<file path="src/rtl/tnn_pkg.sv">
`default_nettype none
// ============================================================================
// Module   : tnn_pkg
// Purpose  : Shared types and constants for the TNN feature loader.
// Revision : 1.0 - initial release
// ============================================================================
package tnn_pkg;

  typedef enum logic [1:0] {
    ST_COLLECT = 2'd0,
    ST_SETTLE  = 2'd1,
    ST_OUTPUT  = 2'd2
  } state_t;

  localparam int FRAME_CNT_W = 16;

endpackage
`default_nettype wire

</file>
<file path="src/rtl/tnn_quantizer.sv">
`default_nettype none
// ============================================================================
// Module   : tnn_quantizer
// Purpose  : Round-to-nearest reduction of a raw sample to FEAT_BITS, saturating.
// Revision : 1.0 - initial release
// ============================================================================
module tnn_quantizer #(
  parameter int IN_BITS   = 8,
  parameter int FEAT_BITS = 4
) (
  input  logic [IN_BITS-1:0]   i_sample,
  output logic [FEAT_BITS-1:0] o_feat
);

  localparam int c_SHIFT = IN_BITS - FEAT_BITS;

  generate
    if (c_SHIFT == 0) begin : g_passthru
      assign o_feat = i_sample;
    end else begin : g_round
      localparam logic [IN_BITS:0] c_HALF = {{IN_BITS{1'b0}}, 1'b1} << (c_SHIFT - 1);
      localparam logic [IN_BITS:0] c_MAX  = {{(IN_BITS + 1 - FEAT_BITS){1'b0}}, {FEAT_BITS{1'b1}}};

      logic [IN_BITS:0] w_sum;
      logic [IN_BITS:0] w_shift;

      // One extra bit keeps the rounding carry of a full-scale sample.
      assign w_sum   = {1'b0, i_sample} + c_HALF;
      assign w_shift = w_sum >> c_SHIFT;
      assign o_feat  = (w_shift > c_MAX) ? c_MAX[FEAT_BITS-1:0] : w_shift[FEAT_BITS-1:0];
    end
  endgenerate

endmodule
`default_nettype wire

</file>
<file path="src/rtl/tnn_feature_loader.sv">
`default_nettype none
// ============================================================================
// Module   : tnn_feature_loader
// Purpose  : Packs quantized samples into a feature frame, waits for the
//            combinational classifier and hands its prediction downstream.
// Revision : 1.0 - initial release
// ============================================================================
module tnn_feature_loader
  import tnn_pkg::*;
#(
  parameter int FEAT_CNT      = 12,
  parameter int FEAT_BITS     = 4,
  parameter int IN_BITS       = 8,
  parameter int CLASS_CNT     = 6,
  parameter int SETTLE_CYCLES = 1
) (
  input  logic                          clk,
  input  logic                          rst,
  input  logic                          in_valid,
  output logic                          in_ready,
  input  logic [IN_BITS-1:0]            in_data,
  input  logic                          in_last,
  output logic [FEAT_CNT*FEAT_BITS-1:0] features,
  input  logic [$clog2(CLASS_CNT)-1:0]  prediction,
  output logic                          out_valid,
  input  logic                          out_ready,
  output logic [$clog2(CLASS_CNT)-1:0]  out_class,
  output logic                          err_frame,
  output logic [FRAME_CNT_W-1:0]        frame_cnt
);

  localparam int IDX_W = (FEAT_CNT > 1) ? $clog2(FEAT_CNT) : 1;
  localparam int CNT_W = $clog2(SETTLE_CYCLES + 1);

  localparam logic [IDX_W-1:0] c_IDX_LAST    = IDX_W'(FEAT_CNT - 1);
  localparam logic [CNT_W-1:0] c_SETTLE_LOAD = CNT_W'(SETTLE_CYCLES);
  localparam logic [CNT_W-1:0] c_SETTLE_ONE  = CNT_W'(1);

  state_t                          r_state;
  state_t                          w_state_nxt;
  logic [IDX_W-1:0]                r_idx;
  logic [CNT_W-1:0]                r_settle_cnt;
  logic [FEAT_CNT*FEAT_BITS-1:0]   r_features;
  logic [$clog2(CLASS_CNT)-1:0]    r_out_class;
  logic                            r_err;
  logic [FRAME_CNT_W-1:0]          r_frame_cnt;

  logic                            w_in_ready;
  logic                            w_out_valid;
  logic                            w_accept;
  logic                            w_at_last;
  logic                            w_settle_done;
  logic [FEAT_BITS-1:0]            w_q;

  tnn_quantizer #(
    .IN_BITS   (IN_BITS),
    .FEAT_BITS (FEAT_BITS)
  ) u_quant (
    .i_sample (in_data),
    .o_feat   (w_q)
  );

  assign in_ready      = w_in_ready & ~rst;
  assign w_accept      = in_valid & in_ready;
  assign w_at_last     = (r_idx == c_IDX_LAST);
  assign w_settle_done = (r_state == ST_SETTLE) && (r_settle_cnt == c_SETTLE_ONE);

  always_ff @(posedge clk) begin
    if (rst) begin
      r_state <= ST_COLLECT;
    end else begin
      r_state <= w_state_nxt;
    end
  end

  always_comb begin
    w_state_nxt = r_state;
    w_in_ready  = 1'b0;
    w_out_valid = 1'b0;
    case (r_state)
      ST_COLLECT: begin
        w_in_ready = 1'b1;
        // A missing in_last on the final slot still completes the frame.
        if (w_accept && w_at_last) begin
          w_state_nxt = ST_SETTLE;
        end
      end
      ST_SETTLE: begin
        if (w_settle_done) begin
          w_state_nxt = ST_OUTPUT;
        end
      end
      ST_OUTPUT: begin
        w_out_valid = 1'b1;
        if (out_ready) begin
          w_state_nxt = ST_COLLECT;
        end
      end
      default: w_state_nxt = ST_COLLECT;
    endcase
  end

  always_ff @(posedge clk) begin
    if (rst) begin
      r_idx        <= '0;
      r_settle_cnt <= '0;
      r_features   <= '0;
      r_out_class  <= '0;
      r_err        <= 1'b0;
      r_frame_cnt  <= '0;
    end else begin
      r_err <= w_accept && (w_at_last ? ~in_last : in_last);

      if (w_accept) begin
        for (int k = 0; k < FEAT_CNT; k++) begin
          if (r_idx == IDX_W'(k)) begin
            r_features[k*FEAT_BITS +: FEAT_BITS] <= w_q;
          end
        end
        // Early in_last drops the frame; stale slots get overwritten later.
        r_idx        <= (w_at_last || in_last) ? '0 : r_idx + 1'b1;
        r_settle_cnt <= c_SETTLE_LOAD;
      end

      if (r_state == ST_SETTLE) begin
        r_settle_cnt <= r_settle_cnt - 1'b1;
        if (w_settle_done) begin
          r_out_class <= prediction;
        end
      end

      if (w_out_valid && out_ready) begin
        r_frame_cnt <= r_frame_cnt + 1'b1;
      end
    end
  end

  assign out_valid = w_out_valid;
  assign features  = r_features;
  assign out_class = r_out_class;
  assign err_frame = r_err;
  assign frame_cnt = r_frame_cnt;

endmodule
`default_nettype wire
</file>
<file path="config.mk">
export PLATFORM = sky130hd
export DESIGN_NAME = tnn_feature_loader
export DESIGN_NICKNAME = d
export VERILOG_FILES = /design/src/rtl/tnn_pkg.sv /design/src/rtl/tnn_quantizer.sv /design/src/rtl/tnn_feature_loader.sv
export SDC_FILE = /design/constraint.sdc
export NUM_CORES = 1
export LEC_CHECK = 0
export ABC_CLOCK_PERIOD_IN_PS = 1800
export CAP_MARGIN = 10
export CELL_PAD_IN_SITES_DETAIL_PLACEMENT = 1
export CELL_PAD_IN_SITES_GLOBAL_PLACEMENT = 1
export CORE_MARGIN = 2
export CORE_UTILIZATION = 47
export DETAILED_ROUTE_END_ITERATION = 6
export DONT_BUFFER_PORTS = 1
export GPL_ROUTABILITY_DRIVEN = 0
export PLACE_DENSITY = 0.87
export REMOVE_ABC_BUFFERS = 1
export SETUP_SLACK_MARGIN = 0.5
export SLEW_MARGIN = 20
export SYNTH_ARGS = -nofsm -noshare
export SYNTH_HDL_FRONTEND = slang
export SYNTH_HIERARCHICAL = 1
export SYNTH_SLANG_ARGS = --single-unit
</file>
<file path="constraint.sdc">
create_clock -name clk -period 1.8 [get_ports clk]
set_input_delay 0.27 -clock clk [delete_from_list [all_inputs] [get_ports clk]]
set_output_delay 0.27 -clock clk [all_outputs]
set_load 0.05 [all_outputs]
</file>
### After elaboration in Yosys (flattened, before gate mapping)

Index checks and enable logic that the tools add are counted.

| operators by class | value |
|---|---|
| add/sub/neg operators | 4 |
| magnitude comparators | 1 |
| eq/ne operators | 16 |
| mux-type cells | 11 |
| bitwise gates (word level) | 4 |
| reduce and logical (&&, ||, !) cells | 22 |

Operators with widths:

| kind | number |
|---|---|
| 2-bit AND reduction | 13 |
| 16-bit by 1-bit adder with 16-bit output, second input constant | 1 |
| 4-bit by 3-bit equality test with 1-bit output, second input constant | 4 |
| 4-bit equality test, second input constant | 4 |
| 8-bit by 4-bit adder with 9-bit output, second input constant | 1 |
| 4-bit by 2-bit equality test with 1-bit output, second input constant | 2 |
| 4-bit two-way mux | 2 |
| 2-bit two-way mux | 3 |
| 2-bit inequality test, second input constant | 3 |
| 2-bit one-hot mux with 3 select lines | 1 |
| 5-bit by 4-bit greater-than comparator with 1-bit output, second input constant | 1 |
| 1-bit two-way mux | 5 |
| 4-bit by 1-bit adder with 4-bit output, second input constant | 1 |
| 4-bit by 1-bit equality test with 1-bit output, second input constant | 1 |
| 1-bit logical AND | 4 |
| 4-bit zero test | 1 |
| 3-bit AND reduction | 1 |
| 1-bit AND | 2 |
| 2-bit by 1-bit equality test with 1-bit output, second input constant | 1 |
| 2-bit equality test, second input constant | 1 |
| 2-bit zero test | 1 |
| 1-bit NOT | 2 |
| 2-bit nonzero test | 1 |
| 1-bit logical OR | 1 |
| 1-bit subtractor, second input constant | 1 |

| word-level totals | value |
|---|---|
| flip-flop bits (word level) | 75 |
| input port bits | 16 |
| logic and storage cells | 76 |

### Depth between registers and ports, before layout

Gate-level depths: netlist of the first run.

| depth | value |
|---|---|
| word-level depth | 7 |
| mapped depth | 8 |
| mapped depth without buffers | 8 |

### Modules after synthesis

Netlist of the first run, hierarchy kept.

By module, submodules not included:

| module | times used | cells an instance | area an instance (um2) | seq. area each (um2) |
|---|---|---|---|---|
| tnn_feature_loader | 1 | 327 | 3123.0 | 1501.4 |
| tnn_quantizer | 1 | 13 | 97.6 | 0.0 |

### Worst setup path after synthesis of the first run

No wires, ideal clock.

| path | value |
|---|---|
| path kind | flip-flop to flip-flop |
| start | register r_frame_cnt[3] (netlist: frame_cnt[3]) |
| end | register r_frame_cnt[13] (netlist: frame_cnt[13]) |
| setup time | 123 ps |
| arrival time | 1858 ps |
| setup slack | -181 ps |
| stages on the path, launching flop included | 5 |
| buffers on the path | 0 |
| period minus slack after synthesis | 1981 ps |
| path through | dfxtp_1 -> nand4_1 -> nor4_4 -> nand3_1 -> mux2_1 |

| between the ends | value |
|---|---|
| word-level cells in the longest chain between the ends | 1 |

Ends and longest elaborated chain:

| item | line | RTL |
|---|---|---|
| start: declaration | tnn_feature_loader.sv:46 | `logic [FRAME_CNT_W-1:0] r_frame_cnt;` |
| start signal: assignment | tnn_feature_loader.sv:133 | `r_frame_cnt <= r_frame_cnt + 1'b1;` |
| 16-bit by 1-bit adder with 16-bit output | tnn_feature_loader.sv:133 |  |

Every way passes these cells.
A chain may end at the register's enable or synchronous reset.

### Worst setup path after layout of the first run

| path | value |
|---|---|
| start | register r_state[0] |
| end | register r_features[14] (netlist: features[14]) |

| between the ends | value |
|---|---|
| word-level cells in the longest chain between the ends | 5 |

Ends and longest elaborated chain:

| item | line | RTL |
|---|---|---|
| start: declaration | tnn_feature_loader.sv:39 | `state_t r_state;` |
| start signal: assignment | tnn_feature_loader.sv:72 | `r_state <= w_state_nxt;` |
| 2-bit zero test | tnn_feature_loader.sv:80 | `case (r_state)` |
| 1-bit two-way mux | tnn_feature_loader.sv:80 |  |
| 1-bit AND | tnn_feature_loader.sv:63 | `assign in_ready = w_in_ready & ~rst;` |
| 1-bit AND | tnn_feature_loader.sv:64 | `assign w_accept = in_valid & in_ready;` |
| 2-bit AND reduction (no line) | - |  |
| end signal: indexed assignment | tnn_feature_loader.sv:117 | `r_features[k*FEAT_BITS +: FEAT_BITS] <= w_q;` |
| end: declaration | tnn_feature_loader.sv:43 | `logic [FEAT_CNT*FEAT_BITS-1:0] r_features;` |

Every way passes these cells.

==> results.py, run 1 <==
metrics = {
    "run_status": {
        "status": "complete, but fails checks",
        "violations": "hold timing",
    },
    "place": {
        "port-buffer-count": 0,
        "dp.cells": 431,
        "dp_hpwl_microns": 5580,
    },
    "cts": {
        "cts.clk_slew.worst_paths_ps": 90,
        "insertion_delay_ps": 380,
        "clockBufferDepth": 2,
        "clockRootBuffer": "clkbuf_8",
        "cts-buffers-inserted": 9,
        "cts.sinks": 75,
        "cts_tree": "done",
        "htree_num_levels": 3,
    },
    "final_layout": {
        "fin_nets": 436,
        "drive_above_1_share_pct": 58.9,
        "antenna_cells": 0,
        "fillCellCount": 665,
        "stdcell_count": 498,
        "synthToLayoutAreaGrowth_pct": 50.0,
    },
    "grt": {
        "track_usage_pct": 29.6,
        "grt_pass1_vias": 3113,
        "antenna_found_initial": 0,
        "gr-total-overflow": 0,
        "grt_max_degree": 85,
        "grt_pass1_wl_microns": 16800,
    },
    "routing": {
        "detail_route.wl_per_cell_microns": 27.5,
        "postRouteAntennaNets": 0,
        "viasPerCell": 6.01,
        "wl_microns": 13700,
        "drt-pass1-iter-count": 4,
        "num_vias": 2991,
        "drt-initial-drc-count": 197,
        "drc_errors": 0,
    },
    "power": {
        "cellLeakagePower_nw": 2.20,
        "clock_power_share_pct": 39.9,
        "p_seq_share_pct": 53.0,
        "intPower_mw": 2.29,
        "p_comb_share_pct": 7.1,
        "p_sw_mw": 0.924,
        "powerDensity_nw_per_um2": 665,
        "ir_drop_uv": 624,
        "switching_share_pct": 28.8,
    },
    "die": {
        "initial_core_util_pct": 47.9,
        "dieWidth_microns": 86.8,
        "num_io_pins": 86,
        "core_area_sq_um": 6720,
        "dieArea_sq_um": 7530,
        "die_y_microns": 86.8,
        "row_count": 30,
    },
    "critical_path": {
        "critPathLaunchType": "flop",
        "required_ps": 2050,
        "reg2regPathDepth": 7,
        "end_kind": "flop",
        "worst-path-max-fanout": 7,
        "path_class": "reg -> reg",
        "arrival_ps": 1880,
    },
    "synth": {
        "ys_warn_count": 6,
        "ys_types": 46,
        "synth_seq_area_share_pct": 46.6,
        "async_flop_share_pct": 0,
        "ys.flop_type": "dfxtp_1",
        "synth_edf_count": 0,
        "syn_area_sq_um": 3220,
        "ys_ff_latch": 75,
        "postSynthAreaPerCell_sq_um": 9.47,
        "postSynthCellCount": 340,
    },
    "sta": {
        "finalHoldViolations": 19,
        "fin_crit_ps": 1630,
        "finClkSkew_ps": 15.9,
        "fin_hold_ws_ps": -33.3,
        "timing.fmax_mhz": 613,
        "tightest_slew_ps": 769,
        "rsz0062_at_grt": "yes",
        "period_share_pct": 90.7,
        "max_slew_margin_pct": 48.7,
        "setup_viol": 0,
        "final-max-slew-violation-count": 0,
    },
    "job": {
        "drv_cap": 0,
    },
    "min_path": {
        "holdCritPathClass": "in -> reg",
        "hold_depth": 1,
    },
}
[cells by family after synthesis]
group	synth area share, %
AO/OA/AOI/OAI	5.52
XOR/XNOR	2.45
adder cells (fa/ha/maj)	2.72
buffers and inverters	3.11
flip-flops	46.6
multiplexers	14.9
AND/OR/NAND/NOR	24.7
[critical path: stages (launching register included)]
cell	delay, ps
dfxtp_4	400
buf_4	140
buf_4	140
nor3_4	210
nand4b_1	170
buf_6	170
mux2i_1	190
nor2_1	80
[power by group through the flow]
stage | Sequential [mW] | Clock [mW] | Combinational, mW
after floorplan | 1.74 | 0 | 0.0760
after global placement | 1.74 | 0 | 0.112
after detailed placement | 1.74 | 0 | 0.117
after CTS | 1.70 | 1.23 | 0.175
after global routing | 1.70 | 1.36 | 0.235
final | 1.70 | 1.28 | 0.228
[final timing paths]
check	from	to	slack (ps)
hold reg to reg	frame_cnt[1]	frame_cnt[1]	550
setup reg to reg	r_state[0]	features[14]	170
hold / removal	rst	frame_cnt[5]	-30
setup / recovery	r_state[0]	features[14]	170
[Yosys cell counts, types with 2 or more instances]
library cell	n	area (sq um)
xnor2_1	5	43.8
nand3_2	4	40.0
nand4_1	3	18.8
nor3_1	5	25.0
or3_1	2	12.5
clkbuf_1	13	48.8
nor2b_1	5	31.3
nand2b_1	5	31.3
ha_1	7	87.6
nor2_1	63	236
mux2_1	2	22.5
nand3_1	20	100
and3_1	2	12.5
buf_2	5	25.0
dfxtp_1	75	1500
a21oi_1	17	85.1
a31oi_1	2	12.5
mux2i_1	43	430
nand2_1	19	71.3
xor2_1	4	35.0
a31o_1	2	17.5
and4bb_2	2	25.0
inv_1	7	26.3
nor4_1	3	18.8
nand4b_1	4	35.0
[final cells by class]
| type | count | area, sq um | share of cell area, % |
|---|---|---|---|
| Clock inverter | 7 | 58.8 | 1.22 |
| Inverter | 7 | 31.3 | 0.648 |
| Clock buffer | 9 | 124 | 2.56 |
| Timing Repair Buffer | 80 | 792 | 16.4 |
| Sequential cell | 75 | 1600 | 33.0 |
| Tap cell | 80 | 100 | 2.07 |
| Multi-Input combinational cell | 240 | 2130 | 44.1 |
[per-layer routing]
metal	routed length (microns)	vias to the layer above	GRT usage (%)
met3	897	57	10.5
li1	-	1325	-
met2	6900	143	52.3
met5	0	-	0
met1	5280	1466	32.7
met4	619	0	10.5
[sequential cells by signal, summed over array words and instances, names as in the netlist]
signal        count
out_class         3
frame_cnt        16
r_state           2
r_settle_cnt      1
err_frame         1
r_idx             4
features         48
[per-stage QoR]
stage | TNS (ps) | utilization, % | cell area [sq um] | power [mW] | setup slack [ps]
detailed placement | 0 | 51.6 | 3460 | 1.86 | 106
CTS | 0 | 65.1 | 4370 | 3.11 | 229
finish | 0 | 71.9 | 4830 | 3.21 | 168
global route | 0 | 71.9 | 4830 | 3.29 | 100
global placement | 0 | 51.6 | 3460 | 1.85 | 205
floorplan | -772 | - | 3150 | 1.81 | -181
[layout by cell type, fill, tap and decap left out, types with 7 or more instances in the layout]
cell / instances
a21oi_2: 11
buf_4: 44
buf_6: 29
clkbuf_8: 9
dfxtp_1: 8
dfxtp_2: 63
mux2i_1: 40
nand2_2: 7
nand3_2: 10
nand3_4: 8
nor2_1: 62
[what timing repair did]
action / 4_1_cts / 5_1_grt
pin swaps: 44 / 44
endpoints found under the setup margin: 83 / 120
endpoints found under the hold margin: 68 / 68
gates resized for setup: 109 / 108
cloned: 1 / 1
setup buffers: 36 / 13
Note: power is estimated with default switching activity, not from simulation.
==> run 2, diff against run 1 <==
Settings changed: ABC_AREA from default to 1, CORE_UTILIZATION 47 to 44, CTS_CLUSTER_DIAMETER from default to 60.
==> results.py, run 2 <==
metrics = {
    "min_path": {
        "holdCritPathClass": "in -> reg",
        "hold_depth": 2,
    },
    "routing": {
        "drt-pass1-iter-count": 4,
        "met2_length_microns": 6500,
        "drc_errors": 0,
        "num_vias": 3418,
        "detail_route.wl_per_cell_microns": 20.6,
        "postRouteAntennaNets": 0,
        "drt-initial-drc-count": 135,
        "topRoutingLayerUsed": "met4",
        "met1_length_microns": 4900,
        "viasPerCell": 5.50,
        "wl_microns": 12800,
        "wl_met3_microns": 792,
    },
    "power": {
        "ir_drop_uv": 707,
        "total_power_mw": 3.42,
        "cellLeakagePower_nw": 1.80,
        "powerDensity_nw_per_um2": 749,
    },
    "critical_path": {
        "arrival_ps": 1900,
        "reg2regPathDepth": 8,
        "cp_slowest_stage_delay_ps": 360,
        "path_class": "reg -> reg",
        "cp_slowest_cell": "dfxtp_4",
        "path_cells": "inv_4 > nand4_4 > buf_12 > buf_12 > nor3_4 > nand2_1 > nand2_1 > nor2_2",
        "required_ps": 2060,
        "worst-path-max-fanout": 8,
        "end_kind": "flop",
        "critPathLaunchType": "flop",
    },
    "job": {
        "drv_cap": 0,
    },
    "sta": {
        "setup_viol": 0,
        "fin_ws_ps": 159,
        "rsz0062_at_grt": "yes",
        "max_slew_margin_pct": 38.8,
        "timing.fmax_mhz": 609,
        "final-max-slew-violation-count": 0,
        "tightest_slew_ps": 918,
        "finClkSkew_ps": 10.6,
        "fin_crit_ps": 1640,
        "period_share_pct": 91.2,
        "finalHoldViolations": 0,
    },
    "final_layout": {
        "fin_nets": 540,
        "layout_commonest_cell": "nand2_1",
        "drive_above_1_share_pct": 40.0,
        "fillCellCount": 893,
        "largest_register_ffs": 48,
        "register_area_sq_um": 1570,
        "synthToLayoutAreaGrowth_pct": 38.1,
        "final_cell_mix": "nand2_1 (100), nor2_1 (95), dfxtp_2 (46)",
        "finalCoreUtilization_pct": 63.0,
        "multi_input_area_sq_um": 1940,
        "antenna_cells": 0,
    },
    "die": {
        "dieWidth_microns": 90.7,
        "core_area_sq_um": 7250,
        "row_count": 31,
        "die_y_microns": 90.7,
        "dieArea_sq_um": 8230,
        "num_io_pins": 86,
        "initial_core_util_pct": 45.6,
    },
    "synth": {
        "synth_seq_area_share_pct": 45.4,
        "synthDominantCellAreaShare_pct": 45.4,
        "ys_warn_count": 6,
        "postSynthAreaPerCell_sq_um": 7.21,
        "ys_types": 28,
        "ys_ff_latch": 75,
        "yosysMostFrequentCell": "nand2_1",
        "yosys-top-cells-area": "dfxtp_1 (45%), nand2_1 (15%), nor2_1 (12%)",
        "yosysTopAreaCell": "dfxtp_1",
        "syn_area_sq_um": 3310,
        "async_flop_share_pct": 0,
        "postSynthCellCount": 459,
        "synth_edf_count": 0,
        "synth_common_cells": "nand2_1 (129), nor2_1 (110), dfxtp_1 (75), inv_1 (29), a21oi_1 (24)",
        "ys.flop_type": "dfxtp_1",
    },
    "cts": {
        "htree_num_levels": 3,
        "insertion_delay_ps": 370,
        "clockBufferDepth": 2,
        "cts.sinks": 75,
        "cts_tree": "done",
        "clockRootBuffer": "clkbuf_8",
        "cts-buffers-inserted": 9,
        "cts.clk_slew.worst_paths_ps": 80,
    },
    "grt": {
        "grt_pass1_vias": 3300,
        "grt_pass1_wl_microns": 16400,
        "track_usage_pct": 25.4,
        "antenna_found_initial": 0,
        "grt_max_degree": 51,
        "gr-total-overflow": 0,
    },
    "place": {
        "dp_hpwl_microns": 6250,
        "dp_worst_setup_slack_ps": 273,
        "port-buffer-count": 0,
    },
    "run_status": {
        "status": "finished clean",
    },
}
==> run 2: final cells by class <==
class	count	area share, %
flip-flops and latches	75	34.4
clock buffers	11	3.09
multi-input cells	340	42.3
clock inverters	5	1.34
inverters	36	3.18
well taps	99	2.71
repair buffers	55	13.0
==> run 2: where the power goes <==
group | internal (mW) | switching, mW
combinational | 0.109 | 0.204
clock | 0.684 | 0.687
sequential | 1.67 | 0.0678
==> run 2: worst paths after layout <==
check / end / from / slack [ps]
setup / recovery: features[1] / r_state[0] / 160
hold / removal: frame_cnt[2] / rst / 60
setup reg to reg: features[1] / r_state[0] / 160
hold reg to reg: frame_cnt[9] / frame_cnt[9] / 520
==> run 2: per-layer routing <==
metal / GRT usage, % / vias to the layer above
met4: 9.23 / 0
met1: 29.0 / 1639
met5: 0 / -
li1: - / 1565
met2: 44.3 / 161
met3: 8.01 / 53
==> run 2: repair_timing <==
item                       in CTS  in global routing
hold endpoints to repair       18                  0
buffers inserted               17                 14
hold buffers                    1                  0
gates cloned                    3                  0
gates resized for setup        83                 93
setup endpoints to repair      71                117
pin swaps                      19                 28
==> run 2: critical path, delay by kind of cell (launching register included) <==
kind / cells / cell delay [ps]
buffers and inverters: 3 / 360
flip-flops: 1 / 360
AND/OR/NAND/NOR: 5 / 820
==> run 2: metrics by stage <==
step / setup TNS (ps) / cell area, sq um / hold WS, ps / cells
2_1_floorplan: -20980 / 3260 / 339 / 449
3_3_place_gp: 0 / 3570 / 341 / 570
3_5_place_dp: 0 / 3570 / 344 / 570
4_1_cts: 0 / 4200 / 55.3 / 607
5_1_grt: 0 / 4570 / 66.9 / 621
6_report: 0 / 4570 / 65.0 / 621
==> run 2: logic make-up (layout without fill, tap and decap cells) <==
logic type,count (synthesis),after routing,share of synthesized area (%)
and+or+nand+nor,279,281,37.5
DFF,75,75,45.4
buffers and inverters,46,107,5.59
adders and majority gates,7,7,2.65
AOI/OAI and AO/OA,46,46,7.26
xor gates and xnor gates,6,6,1.59
